File: config.mk
export PLATFORM = sky130hd
export DESIGN_NAME = cordic_vector_pipe
export DESIGN_NICKNAME = d
export VERILOG_FILES = /design/src/rtl/cordic_vector_pipe.sv
export SDC_FILE = /design/constraint.sdc
export NUM_CORES = 2
export LEC_CHECK = 0
export CAP_MARGIN = 20
export CORE_UTILIZATION = 29
export DETAILED_ROUTE_END_ITERATION = 16
export HOLD_SLACK_MARGIN = 0.1
export PLACE_DENSITY_LB_ADDON = 0.1
export RECOVER_POWER = 100
export SKIP_LAST_GASP = 1
export SLEW_MARGIN = 20
export SYNTH_ARGS = -nofsm -noshare
export SYNTH_HDL_FRONTEND = slang
export SYNTH_SLANG_ARGS = --single-unit
export TNS_END_PERCENT = 5
File: constraint.sdc
create_clock -name clk -period 4.1 [get_ports clk]
set_input_delay 0.82 -clock clk [delete_from_list [all_inputs] [get_ports clk]]
set_output_delay 0.82 -clock clk [all_outputs]
set_load 0.02 [all_outputs]
File: src/rtl/cordic_vector_pipe.sv
// cordic_vector_pipe
// Full-circle, fully pipelined CORDIC vectoring unit for the Sobel edge path.
// Converts a signed gradient pair (x, y) into a magnitude and a binary-angle
// phase (2^ZW per full circle). Frame/line syncs travel with matched latency.
//
// Pipeline: pre-fold stage, T_IR_NUM vectoring stages, unfold/output stage.
// Optional compile-time feature, macro CORDIC_GAIN_COMP_EN: one extra stage
// that scales the magnitude by K ~= 0.607253 with a truncated shift-add. The
// angle and sync paths get a matching extra delay.
module cordic_vector_pipe #(
   parameter int DW       = 16,
   parameter int DW_DOT   = 4,
   parameter int T_IR_NUM = 15,
   parameter int ZW       = 20
) (
   input  logic                 clk,
   input  logic                 rst_n,
   input  logic                 din_vsync,
   input  logic                 din_hsync,
   input  logic [DW-1:0]        din_x,
   input  logic [DW-1:0]        din_y,
   output logic                 dout_vsync,
   output logic                 dout_hsync,
   output logic [DW+DW_DOT:0]   dout_mag,
   output logic [ZW-1:0]        dout_ang
);

   localparam int W  = DW + DW_DOT + 2;
   localparam int MW = DW + DW_DOT + 1;

   localparam logic signed [ZW:0] Z_QTR    = $signed({3'b001, {(ZW-2){1'b0}}});
   localparam logic [ZW-1:0]      ANG_HALF = {1'b1, {(ZW-1){1'b0}}};

   // atan(2^-i) on a 2^32 full circle; rescaled with rounding to ZW by atan_step
   function automatic logic [31:0] atan32(input int i);
      logic [31:0] a;
      case (i)
         0:       a = 32'd536870912;
         1:       a = 32'd316933406;
         2:       a = 32'd167458907;
         3:       a = 32'd85004756;
         4:       a = 32'd42667331;
         5:       a = 32'd21354465;
         6:       a = 32'd10679838;
         7:       a = 32'd5340245;
         8:       a = 32'd2670163;
         9:       a = 32'd1335087;
         10:      a = 32'd667544;
         11:      a = 32'd333772;
         12:      a = 32'd166886;
         13:      a = 32'd83443;
         14:      a = 32'd41722;
         15:      a = 32'd20861;
         16:      a = 32'd10430;
         17:      a = 32'd5215;
         default: a = 32'd0;
      endcase
      return a;
   endfunction

   function automatic logic signed [ZW:0] atan_step(input int i);
      logic [32:0] r;
      r = {1'b0, atan32(i)} + (33'd1 << (31 - ZW));
      r = r >> (32 - ZW);
      return $signed(r[ZW:0]);
   endfunction

   // |v| with the most negative code saturated so it stays representable
   function automatic logic [DW-1:0] sat_abs(input logic [DW-1:0] v);
      logic [DW-1:0] m;
      m = v[DW-1] ? (0 - v) : v;
      if (m[DW-1]) m = {1'b0, {(DW-1){1'b1}}};
      return m;
   endfunction

   // index 0 is the pre-fold output, index i+1 the output of vectoring stage i
   logic signed [W-1:0] px [0:T_IR_NUM];
   logic signed [W-1:0] py [0:T_IR_NUM];
   logic signed [ZW:0]  pz [0:T_IR_NUM];
   logic [T_IR_NUM:0]   psx;
   logic [T_IR_NUM:0]   psy;
   logic [T_IR_NUM:0]   phs;
   logic [T_IR_NUM:0]   pvs;

   // pre-fold into the first quadrant, then the vectoring iterations
   always_ff @(posedge clk or negedge rst_n) begin
      if (!rst_n) begin
         for (int i = 0; i <= T_IR_NUM; i++) begin
            px[i] <= '0;
            py[i] <= '0;
            pz[i] <= '0;
         end
         psx <= '0;
         psy <= '0;
         phs <= '0;
         pvs <= '0;
      end else begin
         px[0]  <= $signed({2'b00, sat_abs(din_x), {DW_DOT{1'b0}}});
         py[0]  <= $signed({2'b00, sat_abs(din_y), {DW_DOT{1'b0}}});
         pz[0]  <= '0;
         psx[0] <= din_x[DW-1];
         psy[0] <= din_y[DW-1];
         phs[0] <= din_hsync;
         pvs[0] <= din_vsync;
         for (int i = 0; i < T_IR_NUM; i++) begin
            if (!py[i][W-1]) begin
               px[i+1] <= px[i] + (py[i] >>> i);
               py[i+1] <= py[i] - (px[i] >>> i);
               pz[i+1] <= pz[i] + atan_step(i);
            end else begin
               px[i+1] <= px[i] - (py[i] >>> i);
               py[i+1] <= py[i] + (px[i] >>> i);
               pz[i+1] <= pz[i] - atan_step(i);
            end
            psx[i+1] <= psx[i];
            psy[i+1] <= psy[i];
            phs[i+1] <= phs[i];
            pvs[i+1] <= pvs[i];
         end
      end
   end

   logic [ZW-1:0] theta;
   logic [ZW-1:0] ang_unf;

   // clamp the residual angle to one quadrant, then unfold with the saved signs
   always_comb begin
      theta = '0;
      if (pz[T_IR_NUM] > Z_QTR)
         theta = Z_QTR[ZW-1:0];
      else if (!pz[T_IR_NUM][ZW])
         theta = pz[T_IR_NUM][ZW-1:0];
      case ({psx[T_IR_NUM], psy[T_IR_NUM]})
         2'b00:   ang_unf = theta;
         2'b10:   ang_unf = ANG_HALF - theta;
         2'b11:   ang_unf = ANG_HALF + theta;
         default: ang_unf = '0 - theta;
      endcase
      // x only grows through the iterations, so a zero final x means a zero input
      if (px[T_IR_NUM] == '0) ang_unf = '0;
   end

   logic          q_vs;
   logic          q_hs;
   logic [MW-1:0] q_mag;
   logic [ZW-1:0] q_ang;

   // output stage: data is blanked whenever the line is not valid
   always_ff @(posedge clk or negedge rst_n) begin
      if (!rst_n) begin
         q_vs  <= 1'b0;
         q_hs  <= 1'b0;
         q_mag <= '0;
         q_ang <= '0;
      end else begin
         q_vs  <= pvs[T_IR_NUM];
         q_hs  <= phs[T_IR_NUM];
         q_mag <= phs[T_IR_NUM] ? px[T_IR_NUM][MW-1:0] : '0;
         q_ang <= phs[T_IR_NUM] ? ang_unf : '0;
      end
   end

`ifdef CORDIC_GAIN_COMP_EN
   logic [MW-1:0] mag_k;

   // K ~= 0.607253; the positive terms always dominate, so no underflow
   always_comb begin
      mag_k = (q_mag >> 1) + (q_mag >> 3) - (q_mag >> 6) - (q_mag >> 9)
            - (q_mag >> 12) + (q_mag >> 14);
   end

   // compensation stage with matching delay on angle and syncs
   always_ff @(posedge clk or negedge rst_n) begin
      if (!rst_n) begin
         dout_vsync <= 1'b0;
         dout_hsync <= 1'b0;
         dout_mag   <= '0;
         dout_ang   <= '0;
      end else begin
         dout_vsync <= q_vs;
         dout_hsync <= q_hs;
         dout_mag   <= q_hs ? mag_k : '0;
         dout_ang   <= q_hs ? q_ang : '0;
      end
   end
`else
   // uncompensated: the output stage drives the ports directly
   always_comb begin
      dout_vsync = q_vs;
      dout_hsync = q_hs;
      dout_mag   = q_mag;
      dout_ang   = q_ang;
   end
`endif

endmodule

-- Yosys cells after proc, flatten, opt, wreduce, memory -nomap -nowiden
Cells that the tools add are included.
- register bits after elaboration: 1070
- output and inout bits: 43
- word-level logic and storage cells: 255
- $add $sub $neg: 117
- order comparisons: 1
- eq/ne operators: 2
- muxes and demuxes: 79
- reduce and logical (&&, ||, !) cells: 2
- operators by type and width (cell ; count):
    32-bit by 12-bit adder with 33-bit output (second input constant) ; 28
    32-bit two-way mux ; 28
    22-bit two-way mux ; 27
    21-bit two-way mux ; 15
    21-bit adder ; 13
    21-bit subtractor ; 13
    20-bit two-way mux ; 4
    22-bit by 20-bit adder with 22-bit output ; 3
    22-bit by 20-bit subtractor with 22-bit output ; 3
    20-bit one-hot mux with 3 select lines ; 1
    22-bit by 10-bit adder with 22-bit output ; 2
    22-bit by 11-bit adder with 22-bit output ; 2
    22-bit by 12-bit adder with 22-bit output ; 2
    22-bit by 13-bit adder with 22-bit output ; 2
    22-bit by 14-bit adder with 22-bit output ; 2
    22-bit by 15-bit adder with 22-bit output ; 2
    22-bit by 16-bit adder with 22-bit output ; 2
    22-bit by 17-bit adder with 22-bit output ; 2
    22-bit by 18-bit adder with 22-bit output ; 2
    22-bit by 19-bit adder with 22-bit output ; 2
    22-bit by 9-bit adder with 22-bit output ; 2
    22-bit by 10-bit subtractor with 22-bit output ; 2
    22-bit by 11-bit subtractor with 22-bit output ; 2
    22-bit by 12-bit subtractor with 22-bit output ; 2
    other kinds (26) ; 38

-- Longest topological paths before layout
- word-level depth: 6
- depth in mapped cells: 18
- gate-level depth less buffers: 18

-- Least setup slack after synthesis
OpenSTA, ideal clock, no wires.
- path kind: flip-flop to flip-flop
- from: register py[109] in the netlist's numbering
- to: register py[86] in the netlist's numbering
- setup time: 0.064 ns
- data arrival time: 3.931 ns
- path slack: 0.104 ns
- stages on the path, launching flop included: 14
- path buffers: 2
- cell sequence: dfrtp_1 > clkbuf_1 > clkbuf_1 > mux2_2 > fa_1 > a21oi_2 > o21ba_4 > a31oi_4 > a221o_1 > o31a_1 > a41o_1 > o41a_1 > nor4b_2 > a211o_1
- longest elaborated chain between the ends: 1
- ends and longest elaborated chain (element ; RTL line ; text):
    start: declaration ; 78 ; logic signed [W-1:0] py [0:T_IR_NUM];
    start signal: indexed assignment ; 108 ; py[i+1] <= py[i] - (px[i] >>> i);
    start signal: indexed assignment ; 112 ; py[i+1] <= py[i] + (px[i] >>> i);
    22-bit two-way mux ; 106 ; if (!py[i][W-1]) begin
Every way passes these cells.

-- Final worst setup path
- from: register py[232] in the netlist's numbering
- to: register px[219] in the netlist's numbering
- longest elaborated chain between the ends: 2
- elaborated cells between the ends (all ways): 3
- those cells by class: add/sub: 2; mux: 1
- ends and longest elaborated chain (element ; RTL line ; text):
    22-bit by 17-bit adder with 22-bit output / 22-bit by 17-bit subtractor with 22-bit output (equally long branches) ; 107, 111 ;
    22-bit two-way mux * ; 106 ;
    end signal: indexed assignment ; 107 ; px[i+1] <= px[i] + (py[i] >>> i);
    end signal: indexed assignment ; 111 ; px[i+1] <= px[i] - (py[i] >>> i);
    end: declaration ; 77 ; logic signed [W-1:0] px [0:T_IR_NUM];
Mark *: on every way between the ends. The rest lies on a longest branch, timed or not.

==> results.tsv <==
stage	metric	value	unit
run_status	status	complete, but fails checks	
run_status	violated checks	max-capacitance violations, max-slew violations	
synthesis	number of flops mapped to enable cells by yosys	0	
timing	max-slew violation count	62	
timing	Setup violations, final	0	
timing	final hold viol count	0	
synthesis	Mapped Area	72270	µm²
synthesis	Commonest cells post-synth	1012 x dfrtp_1, 912 x ha_1, 723 x nor2_1	
job	total of max-cap violations	1	
finish	area grow syn2layout	15.24	%
synthesis	syn_area_per_cell	9.394	µm²
synthesis	Synth Net Count	8681	
setup_path	worst path required time	4760	ps
grt	met3 global-route usage	0.02342	
finish	Design Area, Final	83280	µm²
timing	skew final	47.54	ps
die	die height	501.2	µm
synthesis	synthesized flop and latch total	1012	
timing	Worst Max-Slew Pin Slew	2590	ps
die	die area	251200	µm²
die	die width	501.2	µm
clocking	Num CTS Buffers	134	
finish	Final #Nets	9033	
finish	layout cells sized above 1	0.06475	
clocking	clk_lat worst skew	800	ps
detailed_routing	initial drt markers	2990	
clocking	clk sinks	1012	
detailed_routing	DR vias/cell	4.884	
setup_path	Setup Crit Path Kind	reg2reg	
min_path	worst hold path depth	0	
synthesis	Main synth FF type	dfrtp_1	
grt	first-pass GRT wire length	318.4	mm
finish	Final Util	0.3374	
finish	Layout Cells excl Fill	11470	
synthesis	Synth async-reset ratio	1.000	
placement	Area after DPL	78710	µm²
grt	GR peak layer	met2	
detailed_routing	DRT Pass-1 Iters	6	
placement	GP Congestion	0.8267	
synthesis	top cells by area, synth	dfrtp_1 35%, ha_1 16%, xnor2_1 8.3%	
clocking	CTS tree	built	
grt	largest net degree at the start of global routing	102	
setup_path	maximum fanout along the worst path	5	
clocking	H-tree depth	4	
placement	placed wire-length estimate	161.5	mm
synthesis	Synth warnings	0	
grt	met2 Resource Use GR	0.2518	
clocking	clk root buf	clkbuf_16	
synthesis	most frequent cell after synthesis	dfrtp_1	
synthesis	library cells used by synthesis	97	
grt	gr usage total	0.1600	
timing	fin crit share	0.9845	
synthesis	post-synth top area share	0.3504	
synthesis	synthesized instance count	7693	
grt	vias in the first global route	56130	
grt	initial antenna violation count	4	
detailed_routing	Final ANT Viol Nets	0	
clocking	clock slew at reported path FFs	50	ps
min_path	worst hold path type	reg2reg	
die	Core Footprint	246800	µm²
die	IO Pins	79	
placement	dpl cells	11220	
die	initial core utilization	0.2928	
timing	min cycle time layout	4037	ps
grt	gr ovfl total	0	
setup_path	Reg2Reg Depth	14	
setup_path	Worst Path Arrival	4700	ps
detailed_routing	wire length per cell	17.45	µm
synthesis	register area share after synthesis	0.3504	
detailed_routing	final WL	200.2	mm
setup_path	CP Launch Type	flop	
timing	RSZ-0062 raised after global routing	yes	
detailed_routing	remaining routing DRC violations	0	
placement	pre-CTS setup slack	-79.20	ps
die	row count	182	
synthesis	largest area contributor in the netlist	dfrtp_1	
placement	IO buf count	78	
clocking	Longest Clk Path Bufs	3	
timing	Max-slew headroom	-0.7264	
grt	grt met1 use	0.2266	
detailed_routing	via count	56020	
timing	fmax	0.2477	GHz
timing	Final WS setup	63.39	ps
setup_path	Worst setup EP type	flop	
-- through the flow --
stage / hold WS [ps] / setup TNS, ps
CTS: 324.6 / 0
global route: 327.2 / -4284
finish: 321.1 / 0
detailed placement: 334.7 / -79.20
floorplan: 331.2 / 0
global placement: 331.3 / -36.24
-- state kept, by name, indices dropped and copies added (netlist names) --
| name | flops |
|---|---|
| dout_ang | 20 |
| dout_hsync | 1 |
| dout_mag | 21 |
| dout_vsync | 1 |
| phs | 16 |
| psx | 16 |
| psy | 16 |
| pvs | 16 |
| px | 335 |
| py | 297 |
| pz | 273 |
-- cell usage in the layout (no fill, tap or decap), types with 82 or more instances in the layout --
master,count
xnor2_1,682
nor3_1,270
nor4_1,82
a21o_1,203
nor2b_1,103
and3_1,96
a21oi_1,669
dfrtp_1,1012
nand2_1,402
o21ai_0,297
inv_1,398
buf_4,162
clkbuf_16,137
nand3_1,154
xor2_1,347
nor2_1,723
o21a_1,122
nand2b_1,102
ha_1,912
-- cell families (layout without fill, tap and decap cells) --
group | after synthesis | count (layout) | share of synthesized area
and+or+nand+nor | 2232 | 2232 | 0.1497
AOI/OAI and AO/OA | 1926 | 1926 | 0.1733
xor gates and xnor gates | 1029 | 1029 | 0.1247
DFF | 1012 | 1012 | 0.3504
adders and majority gates | 952 | 952 | 0.1690
buffers and inverters | 492 | 953 | 0.02559
muxes | 49 | 49 | 0.007272
other | 1 | 3 | 0.00005189
-- layout make-up --
cell class | instances | area, µm²
Sequential cell | 1012 | 25320
Fill cell | 25480 | 163600
Clock buffer | 181 | 3864
Antenna cell | 2 | 5.005
Tap cell | 3312 | 4144
Inverter | 399 | 1498
Timing Repair Buffer | 309 | 2362
Multi-Input combinational cell | 6189 | 45140
Clock inverter | 64 | 949.7
-- critical path: stages (launching register included) --
cell and delay, ps:
dfrtp_1 460, or4_1 660, nor4_2 310, a31oi_1 170, xnor2_1 290, ha_1 340
a21o_1 200, a21oi_1 220, o21bai_1 90, a21oi_1 200, buf_4 160, a31oi_1 130
o31ai_1 390, mux2i_1 230, nor2_1 60
-- metal layers --
layer | vias to the layer above | routed length, µm
met2 | 793 | 88410
met3 | 239 | 6965
met1 | 26880 | 99950
li1 | 28110 | -
met4 | 0 | 4842
met5 | - | 0
-- path summary, 6_finish.rpt --
path | slack, ps | from | endpoint
max | 60 | py[232] | px[219]
min | 320 | pvs[8] | pvs[9]
max reg2reg | 60 | py[232] | px[219]
min reg2reg | 320 | pvs[8] | pvs[9]
max in group asynchronous | 490 | rst_n | px[347]
min in group asynchronous | 1410 | rst_n | py[91]
-- timing repair --
| action | in CTS | in global routing |
|---|---|---|
| buffers inserted | 1 | 0 |
| gates cloned | 0 | 0 |
| hold buffers | 1 | 0 |
| gates resized for setup | 1 | 14 |
| endpoints found under the hold margin | 23 | 0 |
| endpoints found under the setup margin | 1 | 44 |
Power is left out: the tool's default activity adds up to more than one toggle a clock period on the data nets, which glitch-free logic cannot reach.
